**src/rtl/pipe_regs_pkg.sv**
```systemverilog
// Shared constants for the pipe_regs register pipeline.
// Holds only the default data width and the largest supported stage count.
package pipe_regs_pkg;
  localparam int DEFAULT_WIDTH = 32;
  localparam int MAX_DEPTH     = 8;
endpackage

```
**src/rtl/pipe_regs_if.sv**
```systemverilog
// Valid/ready bus of the register pipeline, plus flush and occupancy sideband.
// The slave modport is the pipeline's view; the master modport is the producer/consumer view.
interface pipe_regs_if
  import pipe_regs_pkg::*;
#(
  parameter int WIDTH = DEFAULT_WIDTH,
  parameter int DEPTH = 2
) ();
  localparam int OCC_W = $clog2(DEPTH + 1);

  logic             flush;
  logic             in_valid;
  logic             in_ready;
  logic [WIDTH-1:0] in_data;
  logic             out_valid;
  logic             out_ready;
  logic [WIDTH-1:0] out_data;
  logic [OCC_W-1:0] occupancy;

  modport slave (
    input  flush, in_valid, in_data, out_ready,
    output in_ready, out_valid, out_data, occupancy
  );

  modport master (
    output flush, in_valid, in_data, out_ready,
    input  in_ready, out_valid, out_data, occupancy
  );
endinterface

```
**src/rtl/pipe_stage.sv**
```systemverilog
// One pipeline stage: data register plus valid bit; holds when not advancing.
// Data only loads when the incoming word is valid; flush clears valid but keeps data.
module pipe_stage #(
  parameter int               WIDTH     = 32,
  parameter logic [WIDTH-1:0] RESET_VAL = '0
) (
  input  logic             clk,
  input  logic             rst,
  input  logic             flush,
  input  logic             advance,
  input  logic             d_valid,
  input  logic [WIDTH-1:0] d,
  output logic             q_valid,
  output logic [WIDTH-1:0] q
);
  logic             valid_q, valid_d;
  logic [WIDTH-1:0] data_q, data_d;

  always_comb begin
    valid_d = valid_q;
    data_d  = data_q;
    if (flush) begin
      valid_d = 1'b0;
    end else if (advance) begin
      valid_d = d_valid;
      if (d_valid) data_d = d;
    end
  end

  always_ff @(posedge clk) begin
    if (rst) begin
      valid_q <= 1'b0;
      data_q  <= RESET_VAL;
    end else begin
      valid_q <= valid_d;
      data_q  <= data_d;
    end
  end

  assign q_valid = valid_q;
  assign q       = data_q;
endmodule

```
**src/rtl/pipe_regs.sv**
```systemverilog
// DEPTH-stage valid/ready register pipeline with bubble collapse; DEPTH cycles latency, 1 word/cycle.
// Backpressure: in_ready is combinational from out_ready and the stage valid bits only.
module pipe_regs
  import pipe_regs_pkg::*;
#(
  parameter int               WIDTH     = DEFAULT_WIDTH,
  parameter int               DEPTH     = 2,
  parameter logic [WIDTH-1:0] RESET_VAL = '0
) (
  input  logic        clk,
  input  logic        rst,
  pipe_regs_if.slave  bus
);
  localparam int OCC_W = $clog2(DEPTH + 1);

  if (DEPTH < 1 || DEPTH > MAX_DEPTH) begin : g_depth_check
    $error("pipe_regs: DEPTH must be in 1..8");
  end

  logic [DEPTH-1:0] adv;
  logic [DEPTH-1:0] vld;
  logic [WIDTH-1:0] dat [DEPTH];
  logic             in_xfer, out_xfer;
  logic [OCC_W-1:0] occ_q, occ_d;

  // A stage may advance unless it and every stage downstream of it are full
  // while the consumer stalls; written flat to avoid a chained comb loop.
  for (genvar i = 0; i < DEPTH; i++) begin : g_adv
    assign adv[i] = bus.out_ready | ~(&vld[DEPTH-1:i]);
  end

  assign bus.in_ready = adv[0] & ~bus.flush & ~rst;
  assign in_xfer      = bus.in_valid & bus.in_ready;
  assign out_xfer     = vld[DEPTH-1] & bus.out_ready;

  for (genvar i = 0; i < DEPTH; i++) begin : g_stage
    if (i == 0) begin : g_first
      pipe_stage #(.WIDTH(WIDTH), .RESET_VAL(RESET_VAL)) u_stage (
        .clk     (clk),
        .rst     (rst),
        .flush   (bus.flush),
        .advance (adv[0]),
        .d_valid (in_xfer),
        .d       (bus.in_data),
        .q_valid (vld[0]),
        .q       (dat[0])
      );
    end else begin : g_rest
      pipe_stage #(.WIDTH(WIDTH), .RESET_VAL(RESET_VAL)) u_stage (
        .clk     (clk),
        .rst     (rst),
        .flush   (bus.flush),
        .advance (adv[i]),
        .d_valid (vld[i-1]),
        .d       (dat[i-1]),
        .q_valid (vld[i]),
        .q       (dat[i])
      );
    end
  end

  always_comb begin
    occ_d = occ_q + OCC_W'(in_xfer) - OCC_W'(out_xfer);
    if (bus.flush) occ_d = '0;
  end

  always_ff @(posedge clk) begin
    if (rst) occ_q <= '0;
    else     occ_q <= occ_d;
  end

  assign bus.out_valid = vld[DEPTH-1];
  assign bus.out_data  = dat[DEPTH-1];
  assign bus.occupancy = occ_q;
endmodule

```
**src/flat_wrapper.sv**
```systemverilog
// flat-port wrapper written by rule: the top's interface ports become plain ports
module pipe_regs_flat import pipe_regs_pkg::*;
#(
  parameter int               WIDTH     = DEFAULT_WIDTH,
  parameter int               DEPTH     = 2,
  parameter logic [WIDTH-1:0] RESET_VAL = '0
)
  (clk, rst, bus_flush, bus_in_valid, bus_in_data, bus_out_ready, bus_in_ready, bus_out_valid, bus_out_data, bus_occupancy);
  pipe_regs_if #(.WIDTH(WIDTH), .DEPTH(DEPTH)) bus_i ();
  input  logic clk;
  input  logic rst;
  input wire logic [$bits(bus_i.flush)-1:0] bus_flush;
  input wire logic [$bits(bus_i.in_valid)-1:0] bus_in_valid;
  input wire logic [$bits(bus_i.in_data)-1:0] bus_in_data;
  input wire logic [$bits(bus_i.out_ready)-1:0] bus_out_ready;
  output wire logic [$bits(bus_i.in_ready)-1:0] bus_in_ready;
  output wire logic [$bits(bus_i.out_valid)-1:0] bus_out_valid;
  output wire logic [$bits(bus_i.out_data)-1:0] bus_out_data;
  output wire logic [$bits(bus_i.occupancy)-1:0] bus_occupancy;
  assign bus_i.flush = bus_flush;
  assign bus_i.in_valid = bus_in_valid;
  assign bus_i.in_data = bus_in_data;
  assign bus_i.out_ready = bus_out_ready;
  assign bus_in_ready = bus_i.in_ready;
  assign bus_out_valid = bus_i.out_valid;
  assign bus_out_data = bus_i.out_data;
  assign bus_occupancy = bus_i.occupancy;
  pipe_regs #(.WIDTH(WIDTH), .DEPTH(DEPTH), .RESET_VAL(RESET_VAL)) u_core (.clk(clk), .rst(rst), .bus(bus_i));
endmodule
```
**config.mk**
```make
export PLATFORM = sky130hd
export DESIGN_NAME = pipe_regs_flat
export DESIGN_NICKNAME = d
export VERILOG_FILES = /design/src/rtl/pipe_regs_pkg.sv /design/src/rtl/pipe_regs_if.sv /design/src/rtl/pipe_stage.sv /design/src/rtl/pipe_regs.sv /design/src/flat_wrapper.sv
export SDC_FILE = /design/constraint.sdc
export NUM_CORES = 1
export LEC_CHECK = 0
export CORE_MARGIN = 2
export CORE_UTILIZATION = 44
export CTS_CLUSTER_SIZE = 40
export DETAILED_ROUTE_END_ITERATION = 12
export HOLD_SLACK_MARGIN = 0.15
export PLACE_DENSITY = 0.75
export SLEW_MARGIN = 20
export SYNTH_ARGS = -nofsm -noshare
export SYNTH_HDL_FRONTEND = slang
export SYNTH_SLANG_ARGS = --single-unit
```
**constraint.sdc**
```tcl
create_clock -name clk -period 1.6 [get_ports clk]
set_input_delay 0.32 -clock clk [delete_from_list [all_inputs] [get_ports clk]]
set_output_delay 0.32 -clock clk [all_outputs]
set_load 0.02 [all_outputs]
```
==> results.json, run 1 <==
{
  "status": "finished clean",
  "required_ps": 1820,
  "overflow": 0,
  "startpoint": "rst",
  "grt_pass1_vias": 2266,
  "place_inst": 449,
  "cts.path.max_buffers": 2,
  "dp_hpwl_mm": 4.45,
  "seqCellArea_sq_um": 1360,
  "grt_util_all_layers_pct": 18.6,
  "fin_crit_ps": 1550,
  "yosysSeqAreaShare_pct": 45.4,
  "placeableCoreArea_sq_um": 6680,
  "root_buffer": "clkbuf_8",
  "dr.pass1.iters": 4,
  "maxCapViolCount": 0,
  "intPower_mw": 2.49,
  "fin_hold_ws_ps": 451,
  "antenna_left": 0,
  "p_sw_mw": 0.829,
  "max_slew_margin_pct": 62.2,
  "stdcell_count": 465,
  "drv_slew": 0,
  "path_max_fanout": 3,
  "post_dp_cell_area_sq_um": 3550,
  "path_class": "in -> reg",
  "worstPathCellList": "clkdlybuf4s50_1 -> buf_4 -> nor3b_4 -> and2_2 -> ha_4 -> xor2_2 -> xnor2_1 -> nor3_1",
  "yosysWarnings": 0,
  "syn_nets": 383,
  "critPathArrivalTime_ps": 1770,
  "p_comb_share_pct": 8.8,
  "port-buffer-count": 72,
  "worst_path_max_delay_cell": "clkdlybuf4s50_1",
  "crit_path_end_kind": "flip-flop",
  "syn_area_sq_um": 3000,
  "diodes": 0,
  "critPathTopFamily": "buffers and inverters",
  "final.setup_skew_ps": 8.36,
  "reg2reg_to": "u_core.bus.occupancy[1]",
  "syn_avg_cell_area_sq_um": 8.71,
  "cts_max_level": 3,
  "r2r_cells": 7,
  "ys_seq_elements": 68,
  "fin_nets": 419,
  "timing.rr.start": "u_core.g_stage[0].g_first.u_stage.q_valid",
  "netSwitchingFraction_pct": 25.0,
  "grt_pass1_wl_mm": 10.8,
  "ioPinCount": 73,
  "die_h_um": 86.5,
  "cts.clk_slew.worst_paths_ps": 70,
  "avgViaCountPerCell": 5.27,
  "max_stage_delay_ps": 420,
  "die_x_um": 86.5,
  "gp_congestion": 0.784,
  "drt-wirelength-per-cell_um": 14.6,
  "rows": 30,
  "post_cts_buffers": 0,
  "drive_above_1_share_pct": 17.9,
  "synth_cell_types": 28,
  "drc": 0,
  "max_freq_ghz": 0.646,
  "ctsHoldBuffers": 0,
  "fillers": 651,
  "worst_setup_path_start_kind": "input port",
  "fin_area_sq_um": 3700,
  "hold_viol": 0,
  "power.share.clock_pct": 37.9,
  "dieArea_sq_um": 7480,
  "num_vias": 2451,
  "area_growth_syn_to_layout_pct": 23.4,
  "p_leak_nw": 1.54,
  "ff2ff_setup_slack_ps": 70,
  "path_buf_inv": 2,
  "finalWirelength_mm": 6.77,
  "start_util_pct": 44.8,
  "p_per_area_nw_per_um2": 898,
  "min_path_type": "reg -> reg",
  "worst-path-stages": 8,
  "multi_input_comb_area_sq_um": 1210,
  "finalPower_mw": 3.32,
  "critPathCapture": "u_core.bus.occupancy[1]",
  "finalSetupViolCount": 0,
  "syn_inst": 344,
  "finalCritPeriodShare_pct": 96.7,
  "vdd_drop_max_mv": 0.444,
  "cts_tree": "yes",
  "power_frac_seq_pct": 53.3,
  "cts.sinks": 68,
  "numCtsBuffers": 9,
  "drtIter0Drc": 153,
  "antenna_found_initial": 0,
  "insertion_delay_ps": 340,
  "worstMarginPinSlew_ps": 566,
  "grt_max_degree": 34
}
-- metrics by stage --
step / utilization, % / setup slack, ps / TNS, ps
4_1_cts: 55.1 / 1.36 / 0
2_1_floorplan: - / -84.1 / -84.1
6_report: 55.3 / 52.9 / 0
3_3_place_gp: 53.1 / -413 / -8050
5_1_grt: 55.3 / -12.5 / -12.5
3_5_place_dp: 53.1 / -426 / -9060
-- Yosys cell counts --
master | n | area, sq um
dfxtp_1 | 68 | 1360
nand3_1 | 64 | 320
a21oi_1 | 32 | 160
buf_4 | 32 | 240
nand2_1 | 32 | 120
o21ai_2 | 29 | 254
o21ai_1 | 21 | 105
o21ai_0 | 14 | 70.1
buf_2 | 13 | 65.1
clkbuf_1 | 11 | 41.3
and2_1 | 4 | 25.0
buf_12 | 3 | 60.1
inv_1 | 3 | 11.3
buf_6 | 2 | 22.5
ha_1 | 2 | 25.0
nand2b_1 | 2 | 12.5
a21boi_1 | 1 | 7.51
and2b_1 | 1 | 7.51
buf_1 | 1 | 3.75
inv_2 | 1 | 3.75
nand3b_4 | 1 | 20.0
nor2_1 | 1 | 3.75
nor2b_1 | 1 | 6.26
nor3_1 | 1 | 5.00
nor3b_4 | 1 | 18.8
o21a_1 | 1 | 7.51
xnor2_1 | 1 | 8.76
xor2_1 | 1 | 8.76
-- cell usage in the layout, fill, tap and decap left out, types with 10 or more instances in the layout --
master / instances
o21ai_1: 21
a21oi_1: 32
clkbuf_8: 10
dlygate4sd2_1: 33
o21ai_0: 14
buf_4: 12
nand3_1: 64
o21ai_2: 29
nand2_1: 32
clkdlybuf4s50_1: 35
dfxtp_1: 67
-- kinds of logic (layout without fill, tap and decap cells) --
| group | count (synthesis) | in the layout | share of synthesized area (%) |
|---|---|---|---|
| xor gates and xnor gates | 2 | 2 | 0.585 |
| DFF | 68 | 68 | 45.4 |
| buffers and inverters | 66 | 107 | 15.0 |
| adders and majority gates | 2 | 2 | 0.835 |
| and+or+nand+nor | 108 | 108 | 18.0 |
| AOI/OAI and AO/OA | 98 | 98 | 20.2 |
-- sequential cells by signal (all words and copies together), names as in the netlist --
| signal | cells |
|---|---|
| u_core.g_stage.g_rest.u_stage.q_valid | 1 |
| u_core.g_stage.g_first.u_stage.q | 32 |
| u_core.bus.occupancy | 2 |
| u_core.g_stage.g_first.u_stage.q_valid | 1 |
| u_core.g_stage.g_rest.u_stage.q | 32 |
-- worst min-delay path, stage by stage, from the launching register on --
cell	delay, ps
dfxtp_1	310
nand2_1	50
o21ai_1	50
-- worst min path at each step --
stage,from,endpoint,cells past startpoint
global placement,u_core.g_stage[0].g_first.u_stage.q[0],u_core.g_stage[0].g_first.u_stage.q[0],2
floorplan,bus_flush,u_core.bus.occupancy[1],1
CTS,u_core.g_stage[0].g_first.u_stage.q[0],u_core.g_stage[0].g_first.u_stage.q[0],2
detailed placement,u_core.g_stage[0].g_first.u_stage.q[0],u_core.g_stage[0].g_first.u_stage.q[0],2
finish,u_core.g_stage[0].g_first.u_stage.q[0],u_core.g_stage[0].g_first.u_stage.q[0],2
global route,u_core.g_stage[0].g_first.u_stage.q[25],u_core.g_stage[0].g_first.u_stage.q[25],2
-- repair_timing --
action / in CTS / in global routing
endpoints found under the setup margin: 34 / 4
endpoints found under the hold margin: 0 / 0
resized for setup: 37 / 4
-- layer usage --
layer  routed length, um  global-route usage (%)  part of all wire [%]  up-vias
li1                    -                       -                     -     1220
met1                2990                    24.3                    44     1135
met2                3180                    29.2                    47       83
met3                 468                    4.95                   6.9       13
met4                 127                    7.67                   1.9        0
met5                   0                       0                     0        -
-- cell type report --
cell class / instances / share of cell area [%]
inverters: 4 / 0.406
well taps: 80 / 2.71
repair buffers: 87 / 22.5
clock buffers: 10 / 3.72
multi-input cells: 210 / 32.7
flip-flops and latches: 68 / 36.9
clock inverters: 6 / 1.08
-- power by group through the flow --
stage          Sequential (mW)  Combinational [mW]  Clock [mW]
3_3_place_gp              1.81               0.295           0
6_report                  1.77               0.292        1.26
5_1_grt                   1.78               0.315        1.37
4_1_cts                   1.77               0.296        1.29
3_5_place_dp              1.81               0.301           0
2_1_floorplan             1.80               0.168           0
Note: power is estimated with default switching activity, not from simulation.
==> run 2: changes to the inputs <==
GPL_ROUTABILITY_DRIVEN = 0   (was unset)
==> results of run 2 <==
No change in the layout: final DEF, timing and power equal those of run 1.
==> run 3: changes to the inputs <==
CTS_CLUSTER_DIAMETER = 100   (was unset)
==> results of run 3 <==
No change in the layout: final DEF, timing and power equal those of run 1.
